$ cat src/rtl/klima_zamanlayici.sv
// klima_zamanlayici: periodic temperature sampler and climate mode classifier.
// Requests a sample from the sensor every SAMPLE_PERIOD cycles, times out
// after TIMEOUT cycles without an ack, and moves a 4-way climate mode with
// hysteresis based on the (optionally averaged) temperature.
// Optional feature: define KLIMA_AVG_EN to average 4 samples per decision.
//
// state   | meaning
// --------+------------------------------------------------------------
// IDLE    | schedule stopped, waiting for enable
// WAIT    | counting down the sample period
// REQUEST | sensor_req high, waiting for ack or timeout
// DECIDE  | sample set complete, mode/avg_temp update on exit
module klima_zamanlayici #(
  parameter int SAMPLE_PERIOD = 1000,
  parameter int TIMEOUT       = 64,
  parameter int LOW_TH        = 20,
  parameter int HIGH_TH       = 30,
  parameter int HYST          = 2
) (
  input  logic       clk,
  input  logic       reset,
  input  logic       enable,
  output logic       sensor_req,
  input  logic       sensor_ack,
  input  logic [7:0] sensor_data,
  output logic [1:0] mode,
  output logic       mode_valid,
  output logic [7:0] avg_temp,
  output logic       sensor_fault
);

  typedef enum logic [1:0] {IDLE, WAIT, REQUEST, DECIDE} state_t;

  localparam logic [15:0] PER_LOAD = 16'(SAMPLE_PERIOD - 1);
  localparam logic [7:0]  TMO_LOAD = 8'(TIMEOUT - 1);
  // Thresholds widened to 10 bits so -128/+127 plus hysteresis never wrap.
  localparam logic signed [9:0] LOW_S   = 10'(LOW_TH);
  localparam logic signed [9:0] HIGH_S  = 10'(HIGH_TH);
  localparam logic signed [9:0] LOW_UP  = 10'(LOW_TH + HYST);
  localparam logic signed [9:0] HIGH_DN = 10'(HIGH_TH - HYST);

  localparam logic [1:0] M_OFF  = 2'b00;
  localparam logic [1:0] M_COLD = 2'b01;
  localparam logic [1:0] M_COMF = 2'b10;
  localparam logic [1:0] M_HOT  = 2'b11;

  state_t state, state_nxt;
  logic [15:0] per_cnt;
  logic [7:0]  tmo_cnt;
  logic        ack_ok, tmo_hit, last_sample;
  logic signed [7:0] avg_cur;
  logic signed [9:0] avg_x;
  logic [1:0]  mode_nxt;

  // State register; async reset drops sensor_req immediately via the state.
  always_ff @(posedge clk or posedge reset) begin
    if (reset) state <= IDLE;
    else       state <= state_nxt;
  end

  // Next-state, ack/timeout qualification and sensor request.
  always_comb begin
    state_nxt  = state;
    ack_ok     = 1'b0;
    tmo_hit    = 1'b0;
    sensor_req = (state == REQUEST);
    if (!enable) begin
      state_nxt = IDLE;
    end else begin
      case (state)
        IDLE:    state_nxt = WAIT;
        WAIT:    if (per_cnt == 16'd0) state_nxt = REQUEST;
        REQUEST: begin
          // An ack on the timeout cycle still counts as a good sample.
          if (sensor_ack) begin
            ack_ok    = 1'b1;
            state_nxt = last_sample ? DECIDE : WAIT;
          end else if (tmo_cnt == 8'd0) begin
            tmo_hit   = 1'b1;
            state_nxt = WAIT;
          end
        end
        DECIDE:  state_nxt = WAIT;
        default: state_nxt = IDLE;
      endcase
    end
  end

  // Period and timeout down-counters, loaded on entry to their state.
  always_ff @(posedge clk or posedge reset) begin
    if (reset) begin
      per_cnt <= 16'd0;
      tmo_cnt <= 8'd0;
    end else if (!enable) begin
      per_cnt <= 16'd0;
      tmo_cnt <= 8'd0;
    end else begin
      if (state_nxt == WAIT && state != WAIT)            per_cnt <= PER_LOAD;
      else if (state == WAIT && per_cnt != 16'd0)        per_cnt <= per_cnt - 16'd1;
      if (state_nxt == REQUEST && state != REQUEST)      tmo_cnt <= TMO_LOAD;
      else if (state == REQUEST && tmo_cnt != 8'd0)      tmo_cnt <= tmo_cnt - 8'd1;
    end
  end

`ifdef KLIMA_AVG_EN
  logic signed [9:0] acc;
  logic [1:0]        n_cnt;

  assign last_sample = (n_cnt == 2'd3);
  // Floor divide by 4 of the 10-bit signed sum.
  assign avg_cur     = acc[9:2];

  // Four-sample accumulator, emptied after each decision or on abort.
  always_ff @(posedge clk or posedge reset) begin
    if (reset) begin
      acc   <= 10'sd0;
      n_cnt <= 2'd0;
    end else if (!enable || tmo_hit || state == DECIDE) begin
      acc   <= 10'sd0;
      n_cnt <= 2'd0;
    end else if (ack_ok) begin
      acc   <= acc + $signed({{2{sensor_data[7]}}, sensor_data});
      n_cnt <= n_cnt + 2'd1;
    end
  end
`else
  logic signed [7:0] acc;

  assign last_sample = 1'b1;
  assign avg_cur     = acc;

  // Single-sample holding register.
  always_ff @(posedge clk or posedge reset) begin
    if (reset)                   acc <= 8'sd0;
    else if (!enable || tmo_hit) acc <= 8'sd0;
    else if (ack_ok)             acc <= sensor_data;
  end
`endif

  // Mode classification with hysteresis, all compares signed.
  always_comb begin
    avg_x    = {{2{avg_cur[7]}}, avg_cur};
    mode_nxt = mode;
    case (mode)
      M_OFF: begin
        if (avg_x <= LOW_S)       mode_nxt = M_COLD;
        else if (avg_x <= HIGH_S) mode_nxt = M_COMF;
        else                      mode_nxt = M_HOT;
      end
      M_COLD: begin
        if (avg_x > HIGH_S)       mode_nxt = M_HOT;
        else if (avg_x > LOW_UP)  mode_nxt = M_COMF;
      end
      M_COMF: begin
        if (avg_x <= LOW_S)       mode_nxt = M_COLD;
        else if (avg_x > HIGH_S)  mode_nxt = M_HOT;
      end
      default: begin
        if (avg_x <= LOW_S)       mode_nxt = M_COLD;
        else if (avg_x <= HIGH_DN) mode_nxt = M_COMF;
      end
    endcase
  end

  // Registered outputs: decision update, valid pulse and sticky fault.
  always_ff @(posedge clk or posedge reset) begin
    if (reset) begin
      mode         <= M_OFF;
      mode_valid   <= 1'b0;
      avg_temp     <= 8'd0;
      sensor_fault <= 1'b0;
    end else begin
      mode_valid <= 1'b0;
      if (enable && state == DECIDE) begin
        mode       <= mode_nxt;
        avg_temp   <= avg_cur;
        mode_valid <= 1'b1;
      end
      if (tmo_hit) begin
        sensor_fault <= 1'b1;
        mode         <= M_OFF;
      end
      if (ack_ok) sensor_fault <= 1'b0;
    end
  end

endmodule

$ cat config.mk
export PLATFORM = sky130hd
export DESIGN_NAME = klima_zamanlayici
export DESIGN_NICKNAME = d
export VERILOG_FILES = /design/src/rtl/klima_zamanlayici.sv
export SDC_FILE = /design/constraint.sdc
export NUM_CORES = 1
export LEC_CHECK = 0
export ABC_AREA = 1
export BUFFER_PORTS_ARGS = -buffer_cell sky130_fd_sc_hd__buf_2
export CORE_ASPECT_RATIO = 0.6
export CORE_MARGIN = 2
export CORE_UTILIZATION = 60
export CTS_CLUSTER_SIZE = 24
export DETAILED_ROUTE_END_ITERATION = 6
export HOLD_SLACK_MARGIN = 0.03
export PLACE_DENSITY = 0.86
export SLEW_MARGIN = 20
export SYNTH_ARGS = -nofsm -noshare
export SYNTH_HDL_FRONTEND = slang
export SYNTH_SLANG_ARGS = --single-unit
$ cat constraint.sdc
create_clock -name clk -period 4.7 [get_ports clk]
set_clock_uncertainty 0.2 [all_clocks]
set_input_delay 0.94 -clock clk [delete_from_list [all_inputs] [get_ports clk]]
set_output_delay 0.94 -clock clk [all_outputs]
set_load 0.01 [all_outputs]
; ---- Word level (Yosys, flattened, before mapping)
; Index checks and enable logic that the tools add are counted.
[totals]
regBits = 46
in_bits = 12
wordCells = 81
[classes]
add_sub_neg = 2
magnitude_cmp = 5
eq_ne = 13
mux = 34
n_reduce_logical = 19
[op_table]
columns = cell, count
row1 = 2-to-1 mux 16 bit, 3
row2 = 2-to-1 mux 8 bit, 5
row3 = 2-to-1 mux 2 bit, 13
row4 = <= comparator 8 x 6 -> 1 bit (second input constant), 3
row5 = greater-than comparator 8 x 6 -> 1 bit (second input constant), 2
row6 = logical NOT 16 bit, 1
row7 = nonzero test 16 bit, 1
row8 = subtractor 16 x 1 -> 16 bit (second input constant), 1
row9 = case mux 2 bit (3 select lines), 2
row10 = 2-to-1 mux 1 bit, 11
row11 = == test 2 bit (second input constant), 4
row12 = logical NOT 8 bit, 1
row13 = inequality test 4 bit (second input constant), 2
row14 = nonzero test 8 bit, 1
row15 = subtractor 8 x 1 -> 8 bit (second input constant), 1
row16 = == test 2 x 1 -> 1 bit (second input constant), 3
row17 = inequality test 3 x 1 -> 1 bit (second input constant), 2
row18 = nonzero test 2 bit, 3
row19 = nonzero test 6 bit, 1
row20 = logical AND 1 bit, 5
row21 = logical NOT 2 bit, 2
row22 = AND reduction 4 bit, 1
row23 = inequality test 2 x 1 -> 1 bit (second input constant), 1
row24 = inequality test 2 bit (second input constant), 1
row25 = 3 further kinds, 3

; ---- Depth between registers and ports, before layout
; Gate-level depths: netlist of run 1.
[logic_depth]
depth_word = 9
ltp_mapped = 14
depth_no_buf = 13

; ---- Worst setup path after synthesis of run 1
; OpenSTA, ideal clock, no wires.
[synth_path]
path_kind = input-to-reg
from = input enable
to = register sensor_fault
t_arrival_ps = 1848
t_required_ps = 4361
setup_slack_ps = 2513
path_stages = 5
cell_sequence = buf_2 inv_1 clkbuf_1 nor3_2 o21ai_0
[synth_via]
elab_chain_cells = 2
word_cells_on_any_way = 4
classes_between = 3 x mux / 1 x reduce/logical
[synth_lines]
columns = item, line_no
row1 = "start, declared", 22  ; input logic enable,
row2 = 2-to-1 mux 1 bit, 67  ; if (!enable) begin
row3 = 2-to-1 mux 1 bit / nonzero test 2 bit (equally long branches), n/a
row4 = "end signal, assigned", 171  ; sensor_fault <= 1'b0;
row5 = "end signal, assigned", 180  ; sensor_fault <= 1'b1;
row6 = "end signal, assigned", 183  ; if (ack_ok) sensor_fault <= 1'b0;
row7 = "end, declared", 29  ; output logic sensor_fault
; Several ways; a longest one is shown, not always the timed one.
; A chain may end at the register's enable or synchronous reset.

; ---- Final worst setup path of run 1
[layout_path]
from = register state[0]
to = output sensor_req
[layout_via]
elab_chain_cells = 1
[layout_lines]
columns = item, line_no
row1 = "start, declared", 47  ; state_t state, state_nxt;
row2 = "start signal, assigned", 58  ; else state <= state_nxt;
row3 = == test 2 bit, 66  ; sensor_req = (state == REQUEST);
row4 = "end, declared", 23  ; output logic sensor_req,
; Every way passes these cells.

==> impl_metrics.json, run 1 <==
{
  "run_status": "complete, no violations",
  "synth-compound-area-share_pct": 8.58,
  "fmax_ghz": 0.403,
  "setup-violations-final": 0,
  "cts.clk_slew.worst_paths_ns": 0.09,
  "dieHeight_um": 55.2,
  "synthXorXnorAreaFrac_pct": 6.01,
  "layout-drive-gt1-share_pct": 14.8,
  "critPathMaxFanout": 7,
  "cts_post_setup_buffers_inserted": 0,
  "relSlewSlack_pct": 38.0,
  "post_synthesis_cell_type_count": 33,
  "utilization_pct": 69.4,
  "grt_antenna_before_repair": 0,
  "coreArea_um2": 4140,
  "std_cell_rows": 18,
  "timing.critical_path.required_ns": 3.56,
  "syn_area_per_cell_um2": 8.02,
  "final_design_area_no_fill_um2": 2880,
  "r2r_start": "tmo_cnt[0]",
  "diodes": 0,
  "clock_tree.root_cell": "sky130_fd_sc_hd__clkbuf_8",
  "buffer_ports.inserted": 24,
  "via_per_inst": 5.37,
  "nets": 368,
  "worst_max_slew_pin_slew_ns": 0.929,
  "die_area_um2": 4940,
  "synth_simple_gate_area_share_pct": 31.5,
  "routed-via-count": 2212,
  "setup_tns_after_final_layout_ns": 0,
  "power.leakage_nw": 1.44,
  "synth.mux.area_fraction_pct": 0,
  "clock-sinks": 46,
  "grt_first_pass_wirelength_mm": 8.97,
  "worst_setup_path_startpoint": "state[0]",
  "clock_latency_ns": 0.30,
  "largest_net_degree_at_the_start_of_global_routing": 47,
  "vias_in_the_first_global_route": 2027,
  "post-route-drc-count": 0,
  "synthAdderAreaFrac_pct": 2.38,
  "ys_seq_area_share_pct": 43.9,
  "first_pass_iters": 5,
  "initialDrtViolationCount": 227,
  "dpl_worst_slack_ns": 2.10,
  "cts_resized": 0,
  "io_pins": 25,
  "synth_top_family_by_area": "simple AND/OR/NAND/NOR gates",
  "synthesis.instances": 327,
  "r2r_worst_path_depth": 11,
  "estimated_wirelength_of_the_detail_placed_design_mm": 3.82,
  "critPathArrivalTime_ns": 1.34,
  "final_period_minus_worst_setup_slack_ns": 2.48,
  "rsz0062_at_grt": "false",
  "placement.cell_area_um2": 2770,
  "timing_worst_setup_path_type": "reg2out",
  "route.antenna.remaining_nets": 0,
  "floorplan.initialDensity_pct": 63.3,
  "setup_slack_ns": 2.22,
  "die_width_um": 89.4,
  "cts_made_buffers": 5,
  "hold_viol": 0,
  "cts_tree": "done",
  "crit_path_end_kind": "output pin",
  "grt_util_all_layers_pct": 22.9,
  "hold_path.class": "reg2reg",
  "wirelength_mm": 5.32,
  "clockBufferDepth": 2,
  "grt-ovfl-total": 0,
  "worstReg2RegEnd": "per_cnt[10]",
  "maxCapViolations": 0,
  "startpoint_type": "register",
  "h_tree_depth": 2,
  "crit_path_end": "sensor_req",
  "mappedNetlistNets": 344,
  "synth.yosys.warnings": 0,
  "gp_routability_congestion": 0.884,
  "route.detailed.wl_per_inst_um": 12.9,
  "reg2reg_setup_slack_ns": 2.26,
  "hold_buf_count_cts": 0,
  "area_delta_synth_final_pct": 9.68,
  "power.density_cell_area_nw_per_um2": 583,
  "ys_ff_latch": 46,
  "final_max_tran_viols": 0,
  "netlist_area_um2": 2620,
  "vdd_drop_max_mv": 0.411,
  "timing.final.crit_share_pct": 52.8
}
stage by stage:
step | hold WS, ns | instances | power [W]
final | 0.292 | 412 | 0.00168
after global routing | 0.336 | 412 | 0.00181
after CTS | 0.301 | 412 | 0.00167
after detailed placement | 0.280 | 404 | 0.00137
after global placement | 0.266 | 404 | 0.00135
after floorplan | 0.306 | 327 | 0.00122
worst min path at each step:
| stage | end | slack [ns] | start | depth (start not counted) |
|---|---|---|---|---|
| 3_3_place_gp | avg_temp[4] | 0.27 | avg_temp[4] | 2 |
| 2_1_floorplan | tmo_cnt[5] | 0.31 | tmo_cnt[5] | 2 |
| 5_1_grt | avg_temp[3] | 0.34 | avg_temp[3] | 2 |
| 6_report | avg_temp[5] | 0.29 | avg_temp[5] | 2 |
| 4_1_cts | avg_temp[4] | 0.30 | avg_temp[4] | 2 |
| 3_5_place_dp | avg_temp[4] | 0.28 | avg_temp[4] | 2 |
critical path, cell delays in order, from the launching register on:
cell                      delay, ns
sky130_fd_sc_hd__dfrtp_1       0.44
sky130_fd_sc_hd__inv_1         0.11
sky130_fd_sc_hd__ha_1          0.30
sky130_fd_sc_hd__buf_2         0.19
placed cells by master (no fill, tap or decap), types with 3 or more instances in the layout:
cell type,Yosys,final
sky130_fd_sc_hd__buf_2,2,24
sky130_fd_sc_hd__ha_1,5,5
sky130_fd_sc_hd__xor2_1,14,14
sky130_fd_sc_hd__clkbuf_8,0,5
sky130_fd_sc_hd__a21oi_1,6,6
sky130_fd_sc_hd__nand4_1,9,9
sky130_fd_sc_hd__nand2_1,92,92
sky130_fd_sc_hd__dfrtp_1,46,46
sky130_fd_sc_hd__nor2_2,5,5
sky130_fd_sc_hd__inv_1,40,39
sky130_fd_sc_hd__o311ai_1,7,7
sky130_fd_sc_hd__nor3_1,5,5
sky130_fd_sc_hd__xnor2_1,4,4
sky130_fd_sc_hd__nor3_2,3,3
sky130_fd_sc_hd__nand3_1,16,16
sky130_fd_sc_hd__nor2_1,30,30
sky130_fd_sc_hd__nor2_4,4,4
sky130_fd_sc_hd__o21ai_0,19,19
metal layers:
layer / wire length, um / up-vias / global-route usage, %
li1: - / 1088 / -
met1: 2630 / 1047 / 36.4
met2: 2320 / 68 / 32.1
met3: 320 / 9 / 4.48
met4: 45 / 0 / 5.97
met5: 0 / - / 0
cell type report:
class	count	area, um^2
fill	336	1270
inverter	41	154
tap	60	75.1
timing repair buffer	24	120
sequential	46	1150
clock buffer	7	76.3
clock inverter	1	30.0
multi-input combinational	233	1270
cells in the mapped netlist, drive strengths merged:
| library cell | number | area (um^2) |
|---|---|---|
| a21oi | 7 | 38.8 |
| buf | 5 | 40.0 |
| clkbuf | 2 | 7.51 |
| dfrtp | 46 | 1150 |
| ha | 5 | 62.6 |
| inv | 41 | 154 |
| nand2 | 96 | 389 |
| nand3 | 17 | 97.6 |
| nand4 | 9 | 56.3 |
| nor2 | 40 | 209 |
| nor3 | 8 | 55.1 |
| nor4 | 1 | 6.26 |
| o211ai | 2 | 15.0 |
| o21a | 1 | 7.51 |
| o21ai | 19 | 95.1 |
| o21bai | 1 | 7.51 |
| o311ai | 7 | 61.3 |
| or2 | 2 | 12.5 |
| xnor2 | 4 | 35.0 |
| xor2 | 14 | 123 |
report_power, final:
part	total (W)	switching [W]	leakage [nW]	internal, W
clock network	0.000291	0.000132	0.0524	0.000159
logic	0.000790	0.000507	0.772	0.000284
registers	0.000597	0.000102	0.620	0.000495
sequential cells by signal, summed over array words and instances, names as in the netlist:
| signal | flops |
|---|---|
| acc | 8 |
| avg_temp | 8 |
| mode | 2 |
| mode_valid | 1 |
| per_cnt | 16 |
| sensor_fault | 1 |
| state | 2 |
| tmo_cnt | 8 |
kinds of logic (layout without fill, tap and decap cells):
| kind of cell | Yosys count | in the layout |
|---|---|---|
| AND/OR/NAND/NOR | 173 | 173 |
| buffers and inverters | 48 | 73 |
| flip-flops | 46 | 46 |
| AO/OA/AOI/OAI | 37 | 37 |
| XOR/XNOR | 18 | 18 |
| adder cells (fa/ha/maj) | 5 | 5 |
No activity file was read; power rests on OpenSTA's default activity.
==> run 2: changes to the inputs <==
--- a/config.mk
+++ b/config.mk
@@ -9,11 +9,11 @@
 export BUFFER_PORTS_ARGS = -buffer_cell sky130_fd_sc_hd__buf_2
 export CORE_ASPECT_RATIO = 0.6
 export CORE_MARGIN = 2
-export CORE_UTILIZATION = 60
+export CORE_UTILIZATION = 59
 export CTS_CLUSTER_SIZE = 24
 export DETAILED_ROUTE_END_ITERATION = 6
 export HOLD_SLACK_MARGIN = 0.03
-export PLACE_DENSITY = 0.86
+export PLACE_DENSITY = 0.84
 export SLEW_MARGIN = 20
 export SYNTH_ARGS = -nofsm -noshare
 export SYNTH_HDL_FRONTEND = slang
==> constraint.sdc (replaced) <==
create_clock -name clk -period 2.3 [get_ports clk]
set_clock_uncertainty 0.2 [all_clocks]
set_input_delay 0.46 -clock clk [delete_from_list [all_inputs] [get_ports clk]]
set_output_delay 0.46 -clock clk [all_outputs]
set_load 0.01 [all_outputs]
==> impl_metrics.json, run 2 (synthesis results as in run 1) <==
{
  "rsz0062_at_grt": "false",
  "worst_max_slew_pin_slew_ns": 0.482,
  "run_status": "complete, no violations",
  "grt_antenna_before_repair": 0,
  "first_pass_iters": 6,
  "h_tree_depth": 2,
  "setup_tns_after_final_layout_ns": 0,
  "maxUsedRoutingLayer": "met4",
  "fillers": 344,
  "post-route-drc-count": 0,
  "top_register": "per_cnt",
  "final_max_tran_viols": 0,
  "setup-violations-final": 0,
  "hold_path.class": "in2reg",
  "cts_post_setup_buffers_inserted": 0,
  "area_delta_synth_final_pct": 12.1,
  "timing_worst_setup_path_type": "reg2reg",
  "dpl_worst_slack_ns": 0.262,
  "final_period_minus_worst_setup_slack_ns": 2.04,
  "final_design_area_no_fill_um2": 2940,
  "gp_routability_congestion": 0.894,
  "startpoint_type": "register",
  "via_per_inst": 5.23,
  "std_cell_rows": 18,
  "crit_path_end_kind": "register",
  "coreArea_um2": 4190,
  "largest_net_degree_at_the_start_of_global_routing": 24,
  "die_width_um": 90.1,
  "wl_met1_mm": 2.80,
  "utilization_pct": 70.2,
  "largest_register_ff_count": 16,
  "final.hold.worst_slack_ns": 0.160,
  "io_pins": 25,
  "buffer_ports.inserted": 24,
  "grt_util_all_layers_pct": 23.5,
  "timing.critical_path.required_ns": 2.29,
  "initialDrtViolationCount": 166,
  "vdd_drop_max_mv": 0.743,
  "power.leakage_nw": 1.48,
  "final_common_cell": "sky130_fd_sc_hd__nand2_1",
  "met3WireLength_um": 326,
  "met2_wirelength_mm": 2.20,
  "critPathArrivalTime_ns": 2.03,
  "floorplan.initialDensity_pct": 62.6,
  "cts_made_buffers": 5,
  "dieHeight_um": 55.7,
  "vias_in_the_first_global_route": 2057,
  "grt_first_pass_wirelength_mm": 9.43,
  "grt-ovfl-total": 0,
  "wirelength_mm": 5.40,
  "diodes": 0,
  "cts.clk_slew.worst_paths_ns": 0.09,
  "route.antenna.remaining_nets": 0,
  "maxCapViolations": 0,
  "die_area_um2": 5010,
  "hold_viol": 0,
  "nets": 376,
  "clock_tree.root_cell": "sky130_fd_sc_hd__clkbuf_8",
  "relSlewSlack_pct": 67.8,
  "routed-via-count": 2195,
  "fmax_ghz": 0.489,
  "estimated_wirelength_of_the_detail_placed_design_mm": 4.06,
  "route.detailed.wl_per_inst_um": 12.9,
  "cts_tree": "done",
  "setup_slack_ns": 0.257,
  "clock-sinks": 46,
  "power.density_cell_area_nw_per_um2": 1170,
  "timing.final.crit_share_pct": 88.8,
  "clock_latency_ns": 0.30,
  "critPathMaxFanout": 9,
  "clockBufferDepth": 2,
  "final_cell_mix": "92 x sky130_fd_sc_hd__nand2_1, 46 x sky130_fd_sc_hd__dfrtp_1, 39 x sky130_fd_sc_hd__inv_1",
  "layout-drive-gt1-share_pct": 16.4,
  "placement.cell_area_um2": 2820
}
## run 2: cell count changes in the layout (fill, tap and decap cells not counted)
cell and change:
sky130_fd_sc_hd__dlygate4sd3_1 +1, sky130_fd_sc_hd__buf_4 +7
## run 2: worst paths after layout
path	startpoint	endpoint	slack, ns	cells after the start
max	tmo_cnt[0]	tmo_cnt[6]	0.26	10
min	sensor_data[3]	acc[3]	0.16	3
max reg2reg	tmo_cnt[0]	tmo_cnt[6]	0.26	10
min reg2reg	avg_temp[5]	avg_temp[5]	0.29	2
max in group asynchronous	reset	tmo_cnt[0]	0.80	4
min in group asynchronous	reset	per_cnt[9]	0.52	3
## run 2: report_power, final
part           internal, W  switching, W  total [W]
clock network     0.000325      0.000265   0.000590
registers          0.00101      0.000213    0.00122
logic             0.000603       0.00103    0.00163
total              0.00194       0.00150    0.00344
## run 2: layer usage
| metal | up-vias | track usage [%] |
|---|---|---|
| met3 | 6 | 4.61 |
| met2 | 74 | 32.8 |
| met5 | - | 0 |
| met4 | 0 | 7.03 |
| li1 | 1108 | - |
| met1 | 1007 | 36.9 |
## run 2: through the flow
step / total power [W] / instances
3_5_place_dp: 0.00284 / 411
6_report: 0.00344 / 420
5_1_grt: 0.00373 / 420
3_3_place_gp: 0.00279 / 411
4_1_cts: 0.00344 / 420
2_1_floorplan: 0.00249 / 327
## run 2: timing repair
| item | in CTS | in global routing |
|---|---|---|
| resized for setup | 0 | 0 |
| hold buffers | 1 | 0 |
| hold endpoints to repair | 21 | 0 |
## run 2: layout make-up
cell class	count	area, um^2	share of cell area (%)
Inverter	41	154	5.23
Clock inverter	1	30.0	1.02
Timing Repair Buffer	32	183	6.21
Multi-Input combinational cell	233	1270	43.2
Tap cell	60	75.1	2.55
Clock buffer	7	76.3	2.60
Sequential cell	46	1150	39.1
## run 2: critical path, cell delays in order (launching register included)
cell                      delay, ns
sky130_fd_sc_hd__dfrtp_1       0.39
sky130_fd_sc_hd__inv_1         0.09
sky130_fd_sc_hd__ha_1          0.20
sky130_fd_sc_hd__nand2_1       0.09
sky130_fd_sc_hd__nor2_2        0.14
sky130_fd_sc_hd__nand2_1       0.09
sky130_fd_sc_hd__nand2_1       0.25
sky130_fd_sc_hd__inv_1         0.15
sky130_fd_sc_hd__nand3_1       0.12
sky130_fd_sc_hd__xor2_1        0.15
sky130_fd_sc_hd__nor2_1        0.06
